--- config.mk ---
export PLATFORM = sky130hd
export DESIGN_NAME = dev_hex_mux
export DESIGN_NICKNAME = d
export VERILOG_FILES = /design/src/rtl/dev_hex_mux.sv
export SDC_FILE = /design/constraint.sdc
export NUM_CORES = 1
export LEC_CHECK = 0
export ABC_AREA = 1
export BUFFER_PORTS_ARGS = -buffer_cell sky130_fd_sc_hd__buf_4
export CAP_MARGIN = 30
export CORE_MARGIN = 2
export CORE_UTILIZATION = 55
export CTS_CLUSTER_SIZE = 25
export DETAILED_ROUTE_END_ITERATION = 10
export GPL_TIMING_DRIVEN = 0
export PLACE_DENSITY_LB_ADDON = 0.08
export REMOVE_ABC_BUFFERS = 1
export SLEW_MARGIN = 10
export SYNTH_ARGS = -nofsm -noshare
export SYNTH_HDL_FRONTEND = slang
export SYNTH_SLANG_ARGS = --single-unit
--- constraint.sdc ---
create_clock -name clk -period 2.9 [get_ports clk]
set_input_delay 0.145 -clock clk [delete_from_list [all_inputs] [get_ports clk]]
set_output_delay 0.145 -clock clk [all_outputs]
set_load 0.005 [all_outputs]
--- src/rtl/dev_hex_mux.sv ---
// dev_hex_mux: time-multiplexed N-digit seven-segment hex display driver.
// Scans DIGITS common-pin displays in turn. A blank gap precedes every lit digit,
// and the displayed value is latched once per frame so digits never tear.
// Optional build macro DEV_HEX_LZB_EN enables leading-zero blanking.
module dev_hex_mux #(
    parameter int DIGITS       = 4,
    parameter int SCAN_CYCLES  = 12000,
    parameter int BLANK_CYCLES = 120,
    parameter int ACTIVE_LOW   = 0
) (
    input  logic                  clk,
    input  logic                  rst_n,
    input  logic                  en,
    input  logic [4*DIGITS-1:0]   hex_val,
    input  logic [DIGITS-1:0]     dp,
    output logic [7:0]            seg,
    output logic [DIGITS-1:0]     dig_sel,
    output logic                  frame_done
);

    localparam int   MAXC    = (SCAN_CYCLES > BLANK_CYCLES) ? SCAN_CYCLES : BLANK_CYCLES;
    localparam int   CNT_W   = (MAXC > 1) ? $clog2(MAXC) : 1;
    localparam int   IDX_W   = (DIGITS > 1) ? $clog2(DIGITS) : 1;
    localparam logic POL     = (ACTIVE_LOW != 0);
    localparam logic [CNT_W-1:0] BLANK_LAST = CNT_W'(BLANK_CYCLES - 1);
    localparam logic [CNT_W-1:0] SCAN_LAST  = CNT_W'(SCAN_CYCLES - 1);
    localparam logic [IDX_W-1:0] DIG_LAST   = IDX_W'(DIGITS - 1);

    typedef enum logic {
        ST_BLANK = 1'b0,
        ST_SHOW  = 1'b1
    } state_t;

    state_t                state_r, state_s;
    logic [IDX_W-1:0]      idx_r, idx_s;
    logic [CNT_W-1:0]      cnt_r, cnt_s;
    logic [4*DIGITS-1:0]   shadow_hex_r, shadow_hex_s;
    logic [DIGITS-1:0]     shadow_dp_r, shadow_dp_s;
    logic                  capture_s;
    logic                  wrap_s;
    logic                  show_s;
    logic [3:0]            nib_s;
    logic                  dpb_s;
    logic                  blank_s;
    logic [7:0]            seg_raw_s;
    logic [DIGITS-1:0]     dig_raw_s;
    logic [7:0]            seg_r;
    logic [DIGITS-1:0]     dig_sel_r;
    logic                  frame_done_r;
`ifdef DEV_HEX_LZB_EN
    logic                  zero_run_s;
`endif

    // Active-high seven-segment font, bit0..6 = a..g.
    function automatic logic [6:0] font7(input logic [3:0] nib);
        logic [6:0] f;
        case (nib)
            4'h0:    f = 7'h3F;
            4'h1:    f = 7'h06;
            4'h2:    f = 7'h5B;
            4'h3:    f = 7'h4F;
            4'h4:    f = 7'h66;
            4'h5:    f = 7'h6D;
            4'h6:    f = 7'h7D;
            4'h7:    f = 7'h07;
            4'h8:    f = 7'h7F;
            4'h9:    f = 7'h6F;
            4'hA:    f = 7'h77;
            4'hB:    f = 7'h7C;
            4'hC:    f = 7'h39;
            4'hD:    f = 7'h5E;
            4'hE:    f = 7'h79;
            4'hF:    f = 7'h71;
            default: f = 7'h00;
        endcase
        return f;
    endfunction

    // Next-state logic: blank/show phases, digit index and phase counter.
    always_comb begin
        state_s = state_r;
        idx_s   = idx_r;
        cnt_s   = cnt_r;
        wrap_s  = 1'b0;
        if (!en) begin
            state_s = ST_BLANK;
            idx_s   = '0;
            cnt_s   = '0;
        end else begin
            case (state_r)
                ST_BLANK: begin
                    if (cnt_r == BLANK_LAST) begin
                        state_s = ST_SHOW;
                        cnt_s   = '0;
                    end else begin
                        cnt_s = cnt_r + CNT_W'(1);
                    end
                end
                ST_SHOW: begin
                    if (cnt_r == SCAN_LAST) begin
                        state_s = ST_BLANK;
                        cnt_s   = '0;
                        if (idx_r == DIG_LAST) begin
                            idx_s  = '0;
                            wrap_s = 1'b1;
                        end else begin
                            idx_s = idx_r + IDX_W'(1);
                        end
                    end else begin
                        cnt_s = cnt_r + CNT_W'(1);
                    end
                end
                default: begin
                    state_s = ST_BLANK;
                    idx_s   = '0;
                    cnt_s   = '0;
                end
            endcase
        end
    end

    // Shadow capture once per frame, at the start of digit 0's blank gap.
    always_comb begin
        capture_s = en && (state_r == ST_BLANK) && (idx_r == '0) && (cnt_r == '0);
        if (capture_s) begin
            shadow_hex_s = hex_val;
            shadow_dp_s  = dp;
        end else begin
            shadow_hex_s = shadow_hex_r;
            shadow_dp_s  = shadow_dp_r;
        end
    end

    // Output decode from next state so the registered outputs track the state with no lag.
    always_comb begin
        show_s    = (state_s == ST_SHOW);
        nib_s     = 4'h0;
        dpb_s     = 1'b0;
        blank_s   = 1'b0;
        dig_raw_s = '0;
        for (int i = 0; i < DIGITS; i++) begin
            dig_raw_s[i] = show_s && (idx_s == IDX_W'(i));
            nib_s        = (idx_s == IDX_W'(i)) ? shadow_hex_s[4*i +: 4] : nib_s;
            dpb_s        = (idx_s == IDX_W'(i)) ? shadow_dp_s[i] : dpb_s;
        end
`ifdef DEV_HEX_LZB_EN
        // A digit above 0 is blanked when it and every higher nibble are zero.
        zero_run_s = 1'b1;
        for (int i = DIGITS - 1; i > 0; i--) begin
            zero_run_s = zero_run_s & (shadow_hex_s[4*i +: 4] == 4'h0);
            blank_s    = (idx_s == IDX_W'(i)) ? zero_run_s : blank_s;
        end
`else
        blank_s = 1'b0;
`endif
        if (show_s) begin
            seg_raw_s = {dpb_s, (blank_s ? 7'h00 : font7(nib_s))};
        end else begin
            seg_raw_s = 8'h00;
        end
    end

    // State, shadow and output registers; polarity applied on the way out.
    always_ff @(posedge clk or negedge rst_n) begin
        if (!rst_n) begin
            state_r      <= ST_BLANK;
            idx_r        <= '0;
            cnt_r        <= '0;
            shadow_hex_r <= '0;
            shadow_dp_r  <= '0;
            frame_done_r <= 1'b0;
            seg_r        <= {8{POL}};
            dig_sel_r    <= {DIGITS{POL}};
        end else begin
            state_r      <= state_s;
            idx_r        <= idx_s;
            cnt_r        <= cnt_s;
            shadow_hex_r <= shadow_hex_s;
            shadow_dp_r  <= shadow_dp_s;
            frame_done_r <= wrap_s;
            seg_r        <= seg_raw_s ^ {8{POL}};
            dig_sel_r    <= dig_raw_s ^ {DIGITS{POL}};
        end
    end

    assign seg        = seg_r;
    assign dig_sel    = dig_sel_r;
    assign frame_done = frame_done_r;

endmodule

==> out/qor.csv <==
stage,metric,value,unit
route,total number of vias,2234,
setup_path,Setup CP Type,reg -> reg,
clock_tree,clk buf depth,2,
layout,Multi-input gate area,1351,sq um
yosys,Yosys top cell by area,dfrtp_1,
clock_tree,Clock transition at path regs,0.10,ns
sta,Final setup viols,0,
clock_tree,TritonCTS Sinks,50,
yosys,post-synthesis sequential area ratio,0.4498,
setup_path,"critical path, cell by cell",ha_2 -> nand3_4 -> nor2_4 -> nand3_2 -> nand3_1 -> nand2_4 -> nor2_8 -> nand2_1 -> nand4_2 -> inv_1 -> ha_1 -> nand3_1 -> o21ai_0 -> nor2_1,
route,DRT Pass-1 Iters,4,
setup_path,FF-to-FF End,seg[1]$_DFF_PN0_,
layout,Area Growth Syn to Fin,18.80,%
layout,Final nets,416,
setup_path,reg2reg start,cnt_r[0]$_DFF_PN0_,
global_route,first-pass GRT wire length,9.356,mm
place,count of input and output buffers,35,
clock_tree,clock root buffer master,clkbuf_8,
route,DR WL/cell,12.47,um
min_path,HP Class,in -> reg,
global_route,total gr overflow,0,
global_route,Tot GR Track Use,0.2182,
setup_path,Critical Path Sink Type,flip-flop,
clock_tree,worst-skew pair later-pin latency,0.31,ns
layout,layout filler cell count,408,
sta,Max Clock Skew,0.01158,ns
global_route,met2 Track Usage GR,0.3899,
floorplanning,DIE HEIGHT,75.12,um
min_path,Hold Crit Endpoint,shadow_hex_r[13]$_DFF_PN0_,
yosys,syn avg cell area,8.253,sq um
yosys,Mapped Cells,337,
setup_path,CP arrival,2.86,ns
pwr,Power Dens Cells,495.0,nW/um^2
yosys,synthesis warning total,0,
place,DP Wirelength,4.013,mm
pwr,Peak VDD IR,283.9,uV
sta,RSZ-0062 raised after global routing,no,
layout,Inserted Diodes,0,
sta,Tcrit/Tclk final,0.9153,
yosys,Post-Synthesis Cell Area,2781,sq um
yosys,synth top area cells,"dfrtp_1 45%, nand2_1 12%, nor2_1 5.9%",
clock_tree,CTS tree,done,
sta,setup_tns,0,ns
route,Iteration-0 DRC Markers,99,
sta,fmax,0.3768,GHz
route,post-route ant nets,0,
global_route,maximum number of pins on one net before global-route repair,51,
layout,register area,1251,sq um
place,RD Place Congestion,0.8590,
pwr,leakage power,1.662,nW
global_route,met1 usage,0.2631,
setup_path,max incr delay on CP,0.45,ns
global_route,initial antenna violation count,0,
place,Cell Count Post-Placement,434,
clock_tree,cts bufs inserted,5,
job,MaxCap Viol Count,0,
setup_path,reg2reg path depth,14,
global_route,GR Layer Usage met3,0.03882,
route,drt total wl,5.624,mm
global_route,GR peak layer,met2,
floorplanning,Initial Util,0.5812,
global_route,vias in the first global route,2110,
sta,relative slew slack,0.5861,
sta,fin. max-slew vios,0,
setup_path,Reg2Reg Setup Slack,0.25,ns
floorplanning,die area,5642,sq um
layout,non-filler cells in the finished layout,451,
layout,fraction of layout cells with a size suffix above 1,0.2318,
min_path,hold path depth,3,
floorplanning,Top Ports,36,
min_path,hold_sp,hex_val[13],
setup_path,most frequent CP cell,nand3_1,
route,DRC,0,
setup_path,CP Launch Type,flip-flop,
yosys,synthesis-stage register bit count,50,
floorplanning,FP Rows,25,
yosys,area share of the largest cell type after synthesis,0.4498,
route,vias per cell,4.953,
setup_path,crit path launch,cnt_r[0]$_DFF_PN0_,
sta,Slew @ Worst Pin,0.6209,ns
sta,final hold violations,0,
floorplanning,Chip Width,75.12,um
setup_path,Slowest cell on crit path,dfrtp_1,
yosys,Synth cell types,35,
clock_tree,H-Tree Depth,2,
setup_path,CP Max Fanout,11,
sta,Tmin final,2.654,ns
setup_path,CP required,3.11,ns
status,outcome,completed,
floorplanning,core area,4786,sq um
-- cells by family (layout without fill, tap and decap cells) --
family,count (synthesis),after routing,share of synthesized area
xor+xnor,5,5,0.01575
buf+inv,46,93,0.07377
fa+ha+maj,10,10,0.04498
simple gates,206,206,0.3644
compound gates,20,20,0.05129
flops,50,50,0.4498
-- report_power, final --
part / switching (mW) / total (mW) / leakage [nW] / internal [mW]
clock network: 0.246 / 0.508 / 0.0587 / 0.262
registers: 0.0210 / 0.781 / 0.663 / 0.760
logic: 0.219 / 0.347 / 0.940 / 0.128
-- per-stage QoR --
step	hold WS (ns)	area (sq um)	utilization	power, mW	worst slack [ns]
floorplan	-0.1506	2735	-	1.031	0.2591
global placement	0.2052	3082	0.6439	1.119	-0.1538
detailed placement	0.2064	3082	0.6439	1.127	-0.1980
CTS	0.03318	3211	0.6709	1.638	0.04872
global route	0.05776	3304	0.6905	1.726	0.002762
finish	0.03999	3304	0.6905	1.636	0.2458
-- worst max-delay path by stage --
stage                             endpoint  cells after the start  slack [ns]
after global routing      seg[0]$_DFF_PN0_                     20       0.003
final                     seg[1]$_DFF_PN0_                     14        0.25
after CTS                 seg[3]$_DFF_PN0_                     14        0.05
after detailed placement  seg[3]$_DFF_PN0_                     14       -0.20
after global placement    seg[3]$_DFF_PN0_                     14       -0.15
after floorplan           seg[3]$_DFF_PN0_                     14        0.26
-- repair_timing --
item,4_1_cts,5_1_grt
buffers inserted,0,8
pin swaps,0,2
endpoints found under the setup margin,7,7
hold endpoints to repair,50,0
hold buffers,1,0
resized for setup,1,8
cloned,0,0
-- cell type report --
class                   instances  share of cell area
flip-flops and latches         50              0.3786
clock inverters                 3             0.01439
well taps                      67             0.02537
multi-input cells             241              0.4089
inverters                      41             0.05112
repair buffers                 44              0.1007
clock buffers                   5             0.02083
-- cells in the mapped netlist, drive strengths merged --
cell and n:
a21boi 1, a21oi 8, buf 5, clkinv 3, dfrtp 50, ha 10, inv 38, nand2 102
nand3 36, nand4 7, nor2 50, nor3 5, nor3b 4, nor4 2, o211ai 1, o21a 1
o21ai 8, o22ai 1, xnor2 2, xor2 3
-- per-layer routing --
| metal | wire length (um) | vias up |
|---|---|---|
| met3 | 147 | 5 |
| met2 | 2950 | 23 |
| met5 | 0 | - |
| met4 | 53 | 0 |
| li1 | - | 1161 |
| met1 | 2472 | 1045 |
-- flip-flops by register name, indices dropped and copies added, names as in the netlist --
register / flops
cnt_r: 14
state_r: 1
shadow_dp_r: 4
shadow_hex_r: 16
dig_sel: 4
seg: 8
frame_done: 1
idx_r: 2
-- worst max-delay path: cells and delay by family (launching register included) --
kind / cells / cell delay (ns)
adders and majority gates: 2 / 0.56
buffers and inverters: 1 / 0.11
and+or+nand+nor: 10 / 1.27
DFF: 1 / 0.45
AOI/OAI and AO/OA: 1 / 0.16
-- layout by cell type, fill, tap and decap left out, types with 5 or more instances in the layout --
cell type	netlist	final
a21oi_1	7	7
ha_1	10	9
nor3_1	5	5
nand3_1	30	30
buf_4	1	43
inv_1	32	32
nand2_1	90	88
clkbuf_8	0	5
dfrtp_1	50	50
nand4_1	5	5
nand2_2	7	7
nand2_4	5	6
o21ai_0	6	6
nor2_1	44	44
Note: power is estimated with default switching activity, not from simulation.
